--- src/rtl/rng_fetch_pkg.sv ---
// Shared types and register map for the RNG fetch engine.
// Register offsets are 8-byte indices into the RNG window.
package rng_fetch_pkg;

   typedef enum logic [2:0] {
      IDLE,
      POLL,
      RD_LO,
      RD_HI,
      PUSH,
      BACKOFF
   } fetch_state_e;

   localparam logic [3:0] REG_RAND_LO = 4'd12;
   localparam logic [3:0] REG_RAND_HI = 4'd13;
   localparam logic [3:0] REG_VALID   = 4'd14;

   function automatic logic [63:0] reg_addr(
      input logic [63:0] base,
      input logic [3:0]  idx
   );
      return base + {57'b0, idx, 3'b000};
   endfunction

endpackage

--- src/rtl/rng_fetch_fifo.sv ---
// Synchronous FIFO holding reassembled random words.
// DEPTH must be a power of two; pointers wrap naturally.
module rng_fetch_fifo #(
   parameter int unsigned DEPTH = 4,
   parameter int unsigned DW    = 64,
   localparam int unsigned AW   = $clog2(DEPTH),
   localparam int unsigned LW   = AW + 1
) (
   input  logic          clk_i,
   input  logic          rst_ni,
   input  logic          push_i,
   input  logic [DW-1:0] data_i,
   input  logic          pop_i,
   output logic [DW-1:0] data_o,
   output logic          full_o,
   output logic          empty_o,
   output logic [LW-1:0] level_o
);

   logic [DW-1:0] mem_q [DEPTH];
   logic [AW-1:0] wptr_q;
   logic [AW-1:0] rptr_q;
   logic [LW-1:0] level_q;
   logic          do_push;
   logic          do_pop;

   assign full_o  = (level_q == LW'(DEPTH));
   assign empty_o = (level_q == '0);
   assign do_push = push_i && !full_o;
   assign do_pop  = pop_i && !empty_o;
   assign data_o  = empty_o ? '0 : mem_q[rptr_q];
   assign level_o = level_q;

   // Storage array; contents are don't-care while the slot is empty.
   always_ff @(posedge clk_i) begin
      if (do_push) mem_q[wptr_q] <= data_i;
   end

   // Read/write pointers.
   always_ff @(posedge clk_i or negedge rst_ni) begin
      if (!rst_ni) begin
         wptr_q <= '0;
         rptr_q <= '0;
      end else begin
         if (do_push) wptr_q <= wptr_q + AW'(1);
         if (do_pop)  rptr_q <= rptr_q + AW'(1);
      end
   end

   // Occupancy; simultaneous push and pop leaves it unchanged.
   always_ff @(posedge clk_i or negedge rst_ni) begin
      if (!rst_ni) begin
         level_q <= '0;
      end else begin
         unique case ({do_push, do_pop})
            2'b10:   level_q <= level_q + LW'(1);
            2'b01:   level_q <= level_q - LW'(1);
            default: level_q <= level_q;
         endcase
      end
   end

endmodule

--- src/rtl/rng_fetch_master.sv ---
// Polls the RNG register window, assembles 64-bit words and buffers them.
// Optional duplicate-word rejection: define RNG_FETCH_DUPCHK_EN.
module rng_fetch_master
   import rng_fetch_pkg::*;
#(
   parameter int unsigned AXI_ADDR_WIDTH = 64,
   parameter logic [63:0] BASE_ADDR      = 64'h0,
   parameter int unsigned FIFO_DEPTH     = 4,
   parameter int unsigned POLL_GAP       = 8,
   parameter int unsigned TIMEOUT_POLLS  = 1024,
   localparam int unsigned LW = $clog2(FIFO_DEPTH) + 1
) (
   input  logic                      clk_i,
   input  logic                      rst_ni,
   input  logic                      enable_i,
   input  logic                      err_clr_i,
   output logic                      bus_en_o,
   output logic                      bus_we_o,
   output logic [AXI_ADDR_WIDTH-1:0] bus_addr_o,
   output logic [63:0]               bus_wdata_o,
   input  logic [63:0]               bus_rdata_i,
   output logic [63:0]               rand_o,
   output logic                      rand_valid_o,
   input  logic                      rand_ready_i,
   output logic [LW-1:0]             fifo_level_o,
   output logic                      err_timeout_o,
   output logic                      err_dup_o
);

   localparam int unsigned PW = $clog2(TIMEOUT_POLLS + 1);
   localparam int unsigned GW = $clog2(POLL_GAP + 1);
   localparam logic [LW-1:0] DEPTH_L = LW'(FIFO_DEPTH);

   fetch_state_e state_q, state_d;
   logic [PW-1:0] poll_cnt_q;
   logic [GW-1:0] gap_cnt_q;
   logic [31:0]   lo_q;
   logic [63:0]   word_q;
   logic          err_timeout_q;
   logic          dup;
   logic          fifo_push;
   logic          fifo_full;
   logic          fifo_empty;
   logic          popping;
   logic [LW-1:0] level_nx;
   logic          rd_valid;
   logic          poll_hit;
   logic          gap_done;
   logic [3:0]    idx;
   logic          unused_rdata;

   assign unused_rdata = ^bus_rdata_i[63:32];
   assign rd_valid  = bus_rdata_i[0];
   assign poll_hit  = (poll_cnt_q == PW'(TIMEOUT_POLLS - 1));
   assign gap_done  = (gap_cnt_q == GW'(POLL_GAP - 1));
   assign fifo_push = (state_q == PUSH) && !dup;
   assign popping   = rand_ready_i && !fifo_empty;
   assign level_nx  = fifo_level_o + LW'(fifo_push) - LW'(popping);

   assign bus_we_o      = 1'b0;
   assign bus_wdata_o   = '0;
   assign rand_valid_o  = !fifo_empty;
   assign err_timeout_o = err_timeout_q;

   // State register.
   always_ff @(posedge clk_i or negedge rst_ni) begin
      if (!rst_ni) state_q <= IDLE;
      else         state_q <= state_d;
   end

   // Next-state: one access per state, back off between empty polls.
   always_comb begin
      state_d = state_q;
      unique case (state_q)
         IDLE: begin
            if (enable_i && !err_timeout_q && !fifo_full)
               state_d = POLL;
         end
         POLL: begin
            if (rd_valid)      state_d = RD_LO;
            else if (poll_hit) state_d = IDLE;
            else               state_d = BACKOFF;
         end
         RD_LO: state_d = RD_HI;
         RD_HI: state_d = PUSH;
         PUSH: begin
            if (enable_i && (level_nx != DEPTH_L))
               state_d = POLL;
            else
               state_d = IDLE;
         end
         BACKOFF: begin
            if (!enable_i)    state_d = IDLE;
            else if (gap_done) state_d = POLL;
         end
         default: state_d = IDLE;
      endcase
   end

   // Bus strobe and register index decode.
   always_comb begin
      bus_en_o = 1'b0;
      idx      = REG_VALID;
      unique case (state_q)
         POLL:  begin bus_en_o = 1'b1; idx = REG_VALID;   end
         RD_LO: begin bus_en_o = 1'b1; idx = REG_RAND_LO; end
         RD_HI: begin bus_en_o = 1'b1; idx = REG_RAND_HI; end
         default: ;
      endcase
      bus_addr_o = bus_en_o ?
         AXI_ADDR_WIDTH'(reg_addr(BASE_ADDR, idx)) : '0;
   end

   // Consecutive empty-poll counter and backoff timer.
   always_ff @(posedge clk_i or negedge rst_ni) begin
      if (!rst_ni) begin
         poll_cnt_q <= '0;
         gap_cnt_q  <= '0;
      end else begin
         if (state_q == POLL)
            poll_cnt_q <= rd_valid ? '0 : poll_cnt_q + PW'(1);
         else if (err_clr_i)
            poll_cnt_q <= '0;
         gap_cnt_q <= (state_q == BACKOFF) ? gap_cnt_q + GW'(1) : '0;
      end
   end

   // Word assembly from the two halves.
   always_ff @(posedge clk_i or negedge rst_ni) begin
      if (!rst_ni) begin
         lo_q   <= '0;
         word_q <= '0;
      end else begin
         if (state_q == RD_LO) lo_q <= bus_rdata_i[31:0];
         if (state_q == RD_HI) word_q <= {bus_rdata_i[31:0], lo_q};
      end
   end

   // Sticky timeout flag; a set beats a simultaneous clear.
   always_ff @(posedge clk_i or negedge rst_ni) begin
      if (!rst_ni)
         err_timeout_q <= 1'b0;
      else if ((state_q == POLL) && !rd_valid && poll_hit)
         err_timeout_q <= 1'b1;
      else if (err_clr_i)
         err_timeout_q <= 1'b0;
   end

`ifdef RNG_FETCH_DUPCHK_EN
   logic [63:0] prev_q;
   logic        err_dup_q;

   assign dup       = (state_q == PUSH) && (word_q == prev_q);
   assign err_dup_o = err_dup_q;

   // Last word actually pushed, and sticky duplicate flag.
   always_ff @(posedge clk_i or negedge rst_ni) begin
      if (!rst_ni) begin
         prev_q    <= '0;
         err_dup_q <= 1'b0;
      end else begin
         if (fifo_push) prev_q <= word_q;
         if (dup)            err_dup_q <= 1'b1;
         else if (err_clr_i) err_dup_q <= 1'b0;
      end
   end
`else
   assign dup       = 1'b0;
   assign err_dup_o = 1'b0;
`endif

   rng_fetch_fifo #(
      .DEPTH (FIFO_DEPTH),
      .DW    (64)
   ) u_fifo (
      .clk_i   (clk_i),
      .rst_ni  (rst_ni),
      .push_i  (fifo_push),
      .data_i  (word_q),
      .pop_i   (rand_ready_i),
      .data_o  (rand_o),
      .full_o  (fifo_full),
      .empty_o (fifo_empty),
      .level_o (fifo_level_o)
   );

endmodule

--- config.mk ---
export PLATFORM = sky130hd
export DESIGN_NAME = rng_fetch_master
export DESIGN_NICKNAME = d
export VERILOG_FILES = /design/src/rtl/rng_fetch_pkg.sv /design/src/rtl/rng_fetch_fifo.sv /design/src/rtl/rng_fetch_master.sv
export SDC_FILE = /design/constraint.sdc
export NUM_CORES = 1
export LEC_CHECK = 0
export BUFFER_PORTS_ARGS = -buffer_cell sky130_fd_sc_hd__buf_2
export CORE_MARGIN = 8
export CORE_UTILIZATION = 56
export CTS_CLUSTER_SIZE = 30
export DETAILED_ROUTE_END_ITERATION = 16
export PLACE_DENSITY = 0.8
export SYNTH_ARGS = -nofsm -noshare
export SYNTH_HDL_FRONTEND = slang
export SYNTH_SLANG_ARGS = --single-unit
--- constraint.sdc ---
create_clock -name clk_i -period 3.86 [get_ports clk_i]
set_input_delay 0.193 -clock clk_i [delete_from_list [all_inputs] [get_ports clk_i]]
set_output_delay 0.193 -clock clk_i [all_outputs]
set_load 0.01 [all_outputs]
==> metrics.md, run 1 <==
| Metric | Value |
|---|---|
| Run status | `finished clean` |
| Reg2reg end | `state_q[0]` |
| Xor and xnor area share after synthesis | `0.656%` |
| Core footprint | `0.0276 mm^2` |
| Post-synthesis mux area share | `11.7%` |
| YS warnings | `0` |
| Synth area leader | `edfxtp_1` |
| Post-synth EDFFs | `256` |
| Fin. Hold Viols | `0` |
| Worst Tran Pin Value | `1060 ps` |
| Slowest stage cell, crit path | `nand3b_1` |
| RSZ-0062 raised after global routing | `false` |
| Num rows | `61` |
| Crit path max fanout | `26` |
| Hold_ws | `97.4 ps` |
| Vias in the first global route | `8,819` |
| Crit. End Element | `output port` |
| Period utilization | `78.1%` |
| Yosys top cell area share | `49.1%` |
| Peak supply drop | `0.420 mV` |
| First-pass iteration count of the detailed router | `5` |
| CTS tree | `done` |
| Fillcell total | `1,903` |
| First-pass GRT wire length | `48.3 mm` |
| Clock net sink count | `378` |
| Layout Skew | `23.0 ps` |
| Hold Path Sink | `u_fifo.rptr_q[0]` |
| Area grow syn2layout | `12.8%` |
| Largest net degree at the start of global routing | `70` |
| Fraction of layout cells with a size suffix above 1 | `23.8%` |
| Post-DP HPWL | `17.8 mm` |
| Synth Area in Compound Gates | `1.21%` |
| Distinct cells, synth | `44` |
| Final setup vio count | `0` |
| Initial antenna violation count | `1` |
| Adder-cell area share of the yosys netlist | `0.976%` |
| Max Buffers Root-to-Sink | `3` |
| Cell area after layout | `0.0177 mm^2` |
| DIE WIDTH | `183 um` |
| Die Area | `0.0335 mm^2` |
| Rel. slew slack | `29.4%` |
| Starting Density | `56.6%` |
| Most instantiated library cell after synthesis | `edfxtp_1` |
| DRC viols | `0` |
| FF-to-FF setup slack | `860 ps` |
| Synthesized area per cell | `15.4 um^2` |
| WL/cell | `19.9 um` |
| Static leakage | `7.08 nW` |
| Cell Chain, Critical Path | `nand3b_1 > inv_2 > buf_2` |
| Hold path depth | `3` |
| CP required | `3670 ps` |
| Fmax achieved | `332 MHz` |
| Port Buf Inserts | `110` |
| Io pins | `269` |
| Power density over the cells | `771 mW/mm^2` |
| R2R depth | `10` |
| Area of the multi-input gates | `0.00417 mm^2` |
| Max cap viols | `0` |
| Vias/cell | `5.30` |
| Final ANT Viol Nets | `0` |
| HP Class | `in2reg` |
| Final WL | `31.3 mm` |
| Post-synthesis simple-gate area fraction | `8.88%` |
| Total GRT Usage | `18.4%` |
| TNS Setup | `0 ps` |
| Gp weighted congestion | `0.735` |
| H-tree depth | `2` |
| Skew-Pair Late Insertion Delay | `520 ps` |
| Minimum clock period | `3010 ps` |
| Clock-pin slew on the worst setup and hold paths | `60 ps` |
| Synth area leaders | `edfxtp_1 (49%), dfrtp_1 (20%), mux4_2 (9.2%)` |
| Combinational family with the most area after synthesis | `multiplexers` |
| CP Class | `reg2out` |
| Final Net Count | `1,242` |
| Cells after synthesis | `1,014` |
| Min-delay src | `rand_ready_i` |
| Flops & latches, synth | `378` |
| Seq/Total Area, Yosys | `68.6%` |
| Worst path max stage delay | `780 ps` |
| Cts bufs inserted | `38` |
| Setup crit start kind | `flip-flop` |
| Register Area | `0.0107 mm^2` |
| Worst R2R Start | `u_fifo.level_o[0]` |
| Iter 0 DRT Violations | `601` |
| WP data arrival | `2820 ps` |
| Grt total ovfl | `0` |
| Root Driver | `clkbuf_16` |
| Post-synthesis async set-or-reset flop share | `32.3%` |
| Dpl cell area | `0.0161 mm^2` |
| Synth top cells by count | `edfxtp_1 (256), nand2_1 (195), buf_4 (134)` |
| Mapped cell area | `0.0156 mm^2` |
| Pins Over Slew Limit | `0` |
| Die Ht | `183 um` |
| Most used DFF post-synth | `edfxtp_1` |
| Vias | `8,321` |
## metal layers
| layer | vias up | track usage [%] | share of wire, % |
|---|---|---|---|
| met5 | - | 0 | 0 |
| met4 | 0 | 5.66 | 2.0 |
| met3 | 41 | 3.32 | 6.4 |
| met2 | 314 | 30.7 | 50 |
| met1 | 4301 | 24.5 | 42 |
| li1 | 3665 | - | - |
## flip-flops by register name (all words and copies together) (netlist names)
name            count
err_timeout_o       1
word_q             64
lo_q               32
u_fifo.level_o      3
u_fifo.rptr_q       2
gap_cnt_q           4
u_fifo.mem_q      256
state_q             3
poll_cnt_q         11
u_fifo.wptr_q       2
## what timing repair did
item,in CTS,in global routing
hold endpoints to repair,132,0
gates resized for setup,0,0
buffers inserted,0,0
hold buffers,35,0
## cells by family (layout without fill, tap and decap cells)
kind of cell	after synthesis	after routing
xor+xnor	10	10
other cells	1	127
simple gates	300	300
flops	378	378
compound gates	30	30
fa+ha+maj	11	11
buf+inv	185	237
mux	99	99
## layout make-up
| cell class | instances | share of cell area (%) |
|---|---|---|
| Sequential cell | 378 | 60.9 |
| Multi-Input combinational cell | 576 | 23.6 |
| Clock buffer | 55 | 6.09 |
| Timing Repair Buffer | 155 | 5.75 |
| Tap cell | 378 | 2.68 |
| Clock inverter | 14 | 0.716 |
| Inverter | 13 | 0.276 |
| Antenna cell | 1 | 0.0142 |
## worst max-delay path: cells and delay by family, from the launching register on
kind | cells | cell delay [ps]
buf+inv | 2 | 990
simple gates | 1 | 780
flops | 1 | 500
## worst max-delay path by stage
stage,slack [ps],end,depth (start not counted),from
finish,850,bus_addr_o[3],3,state_q[2]
global placement,940,state_q[0],10,u_fifo.level_o[0]
global route,730,bus_addr_o[3],3,state_q[2]
detailed placement,870,state_q[0],10,u_fifo.level_o[0]
CTS,840,state_q[0],10,u_fifo.level_o[0]
floorplan,1020,u_fifo.mem_q[0][0],4,state_q[0]
## power breakdown
part	switching (mW)	internal [mW]
combinational	1.96	1.81
sequential	0.786	5.54
clock	1.45	2.08
## per-stage QoR
stage	util, %	instances	setup WS (ps)	power (mW)
after floorplan	-	1139	1020	8.85
after global placement	58.3	1465	942	9.97
after detailed placement	58.3	1465	867	10.1
after CTS	63.9	1569	842	13.7
after global routing	63.9	1570	731	14.3
final	63.9	1570	846	13.6
## placed cells by master (no fill, tap or decap), types with 3 or more instances in the layout
master	Yosys	routed
edfxtp_1	256	256
nand4_1	3	3
o21ai_0	10	10
inv_1	12	12
mux2_2	34	34
dlygate4sd3_1	0	35
dfrtp_1	122	120
a21oi_1	3	3
nand2_1	195	195
nand3_1	5	5
mux4_2	64	64
xor2_1	4	4
buf_2	13	109
and2_1	67	67
clkbuf_16	0	39
clkinv_1	0	4
ha_1	9	9
buf_12	0	3
and4_1	4	4
clkbuf_8	0	4
clkbuf_1	22	12
nor2_1	10	10
xnor2_1	5	5
o21ai_1	6	6
clkinv_2	0	5
buf_4	134	8
conb_1	1	126
and3_4	0	4
No activity file was read; power rests on OpenSTA's default activity.
==> run 2, diff against run 1 <==
Settings changed: CORE_UTILIZATION 56 to 51, PLACE_DENSITY 0.8 to 0.76.
Clock period 3.86 ns to 2.7 ns, I/O delays scaled along.
==> run 2 against run 1 <==
Against the previous run: largest cell class unchanged; count of clock-buffer cells in the layout grew 1; routed wire length shrank 0.11%; first-iteration DRC count shrank 40%; register-to-register slack lost 750 ps; critical path type is now reg2reg; clock skew is essentially flat; sequential cell count is the same; clock power grew 37%.
==> metrics.md, run 2 (synthesized netlist as in run 1, its figures left out) <==
| Metric | Value |
|---|---|
| Run status | `finished clean` |
| WL/cell | `19.5 um (-2.2%)` |
| Area of the multi-input gates | `0.00418 mm^2 (+0.21%)` |
| Area grow syn2layout | `14.2%` |
| Layout Skew | `22.5 ps (-0.478 ps)` |
| Period utilization | `95.9%` |
| HP Class | `in2reg` |
| First-pass GRT wire length | `48.5 mm (+0.27%)` |
| Iter 0 DRT Violations | `362 (-40%)` |
| Static leakage | `7.17 nW (+1.3%)` |
| Crit path max fanout | `2 (-92%)` |
| TNS Setup | `0 ps (unchanged)` |
| First-pass iteration count of the detailed router | `5 (unchanged)` |
| CP Buf/Inv Count | `1 (-1)` |
| Die Area | `0.0365 mm^2 (+8.9%)` |
| Port Buf Inserts | `110 (unchanged)` |
| Skew-Pair Late Insertion Delay | `520 ps (about the same)` |
| Slowest stage cell, crit path | `or3_4` |
| Clock net sink count | `378 (unchanged)` |
| CP Class | `reg2reg` |
| FF-to-FF setup slack | `110 ps (-750 ps)` |
| Starting Density | `51.4% (-5.2 points)` |
| Root Driver | `clkbuf_16` |
| Commonest non-fill, non-tap cell in the layout | `edfxtp_1` |
| CTS tree | `done` |
| Pins Over Slew Limit | `0 (unchanged)` |
| Fin. Hold Viols | `0 (unchanged)` |
| Power density over the cells | `1090 mW/mm^2 (+41%)` |
| Peak supply drop | `0.902 mV (+110%)` |
| Vias in the first global route | `8,785 (-0.39%)` |
| Most flop-heavy register | `u_fifo.mem_q` |
| Worst path max stage delay | `380 ps (-400 ps)` |
| Vias/cell | `5.12 (-3.4%)` |
| Initial antenna violation count | `1 (unchanged)` |
| Io pins | `269 (unchanged)` |
| Cell Chain, Critical Path | `or3_4 > and2_4 > ha_4 > inv_1 > ha_2 > fa_2 > xor3_1 > nor4_1 > o32a_2 > a222oi_1` |
| Max reg flops | `256 (unchanged)` |
| Biggest regs | `u_fifo.mem_q: 256 flops, word_q: 64 flops, lo_q: 32 flops` |
| Post-DP HPWL | `19.0 mm (+6.5%)` |
| Hold Path Sink | `u_fifo.rptr_q[0]` |
| DIE WIDTH | `191 um (+4.4%)` |
| Fraction of layout cells with a size suffix above 1 | `25.2% (+1.3 points)` |
| WP data arrival | `3000 ps (+180 ps)` |
| Core footprint | `0.0304 mm^2 (+10%)` |
| Total GRT Usage | `17.0% (-1.4 points)` |
| Grt total ovfl | `0 (unchanged)` |
| Vias | `8,209 (-1.3%)` |
| Setup crit start kind | `flip-flop` |
| Most frequent cells in the layout | `edfxtp_1 (256), nand2_1 (195), conb_1 (126)` |
| Gp weighted congestion | `0.753 (+2.5%)` |
| Worst Tran Pin Value | `769 ps (-290 ps)` |
| Final WL | `31.3 mm (-0.11%)` |
| Max cap viols | `0 (unchanged)` |
| Min-delay src | `rand_ready_i` |
| RSZ-0062 raised after global routing | `false` |
| Clock-pin slew on the worst setup and hold paths | `60 ps (about the same)` |
| Final setup vio count | `0 (unchanged)` |
| Register Area | `0.0107 mm^2 (unchanged)` |
| Hold path depth | `4 (+1)` |
| CP required | `3110 ps (-560 ps)` |
| Die Ht | `191 um (+4.4%)` |
| Max Buffers Root-to-Sink | `3 (unchanged)` |
| Final Net Count | `1,258 (+1.3%)` |
| Crit. End Element | `flip-flop` |
| Cts bufs inserted | `38 (unchanged)` |
| Num rows | `64 (+4.9%)` |
| Minimum clock period | `2590 ps` |
| Rel. slew slack | `48.8% (+19 points)` |
| Worst R2R Start | `u_fifo.level_o[1]` |
| Largest net degree at the start of global routing | `123 (+76%)` |
| DRC viols | `0 (unchanged)` |
| Fillcell total | `2,348 (+23%)` |
| Final ANT Viol Nets | `0 (unchanged)` |
| R2R depth | `10 (unchanged)` |
| Final Util | `58.7% (-5.2 points)` |
| H-tree depth | `2 (unchanged)` |
| Reg2reg end | `state_q[0]` |
| CP top delay family | `adder cells` |
| Fmax achieved | `386 MHz` |
[run 2: changes by cell type in the layout (fill, tap and decap cells not counted), sizes merged]
cell and change:
clkbuf +1, clkinv -2, bufinv -2, inv +2, buf +16, clkinvlp +1
[run 2: metrics by stage]
step	hold WS, ps	cell area (um^2)	instances	setup WS, ps	power (mW)
final	51.0	17900	1604	110	19.4
after global placement	305	16300	1498	-53.4	14.5
after detailed placement	314	16300	1498	-87.2	14.7
after global routing	53.0	17900	1604	23.3	20.5
after floorplan	-161	16100	1139	20.0	12.6
after CTS	10.1	17900	1603	-37.1	19.7
[run 2: repair_timing]
item,CTS,global route
resized for setup,3,1
endpoints found under the hold margin,190,0
buffers inserted,1,0
hold buffers,35,0
pin swaps,4,3
endpoints found under the setup margin,20,1
[run 2: tightest hold or removal path, stage by stage]
cell and delay, ps:
buf_2 80, and2_4 150, buf_4 120, xor2_1 50
[run 2: per-layer routing]
layer / up-vias / track usage [%] / part of all wire, %
met1: 4221 / 21.8 / 41
met5: - / 0 / 0
li1: 3696 / - / -
met4: 0 / 5.24 / 2.1
met3: 44 / 2.61 / 5.3
met2: 248 / 29.6 / 52
[run 2: final cells by class]
class | instances | area share, %
Clock buffer | 56 | 6.04
Inverter | 13 | 0.273
Antenna cell | 1 | 0.0140
Tap cell | 396 | 2.77
Clock inverter | 13 | 0.469
Multi-Input combinational cell | 576 | 23.4
Timing Repair Buffer | 171 | 6.92
Sequential cell | 378 | 60.1
[run 2: how the worst max path moves through the flow]
stage	from	end	cells past startpoint
floorplan	u_fifo.level_o[1]	state_q[0]	10
global placement	u_fifo.level_o[1]	state_q[0]	10
detailed placement	u_fifo.level_o[1]	state_q[0]	10
CTS	u_fifo.level_o[1]	state_q[0]	10
global route	u_fifo.level_o[1]	state_q[0]	10
finish	u_fifo.level_o[1]	state_q[0]	10
[run 2: report_power, final]
| part | leakage (nW) | internal (mW) | switching [mW] |
|---|---|---|---|
| Combinational | 2.75 | 2.75 | 2.99 |
| Clock | 0.570 | 2.79 | 2.06 |
| Sequential | 3.85 | 7.91 | 0.913 |
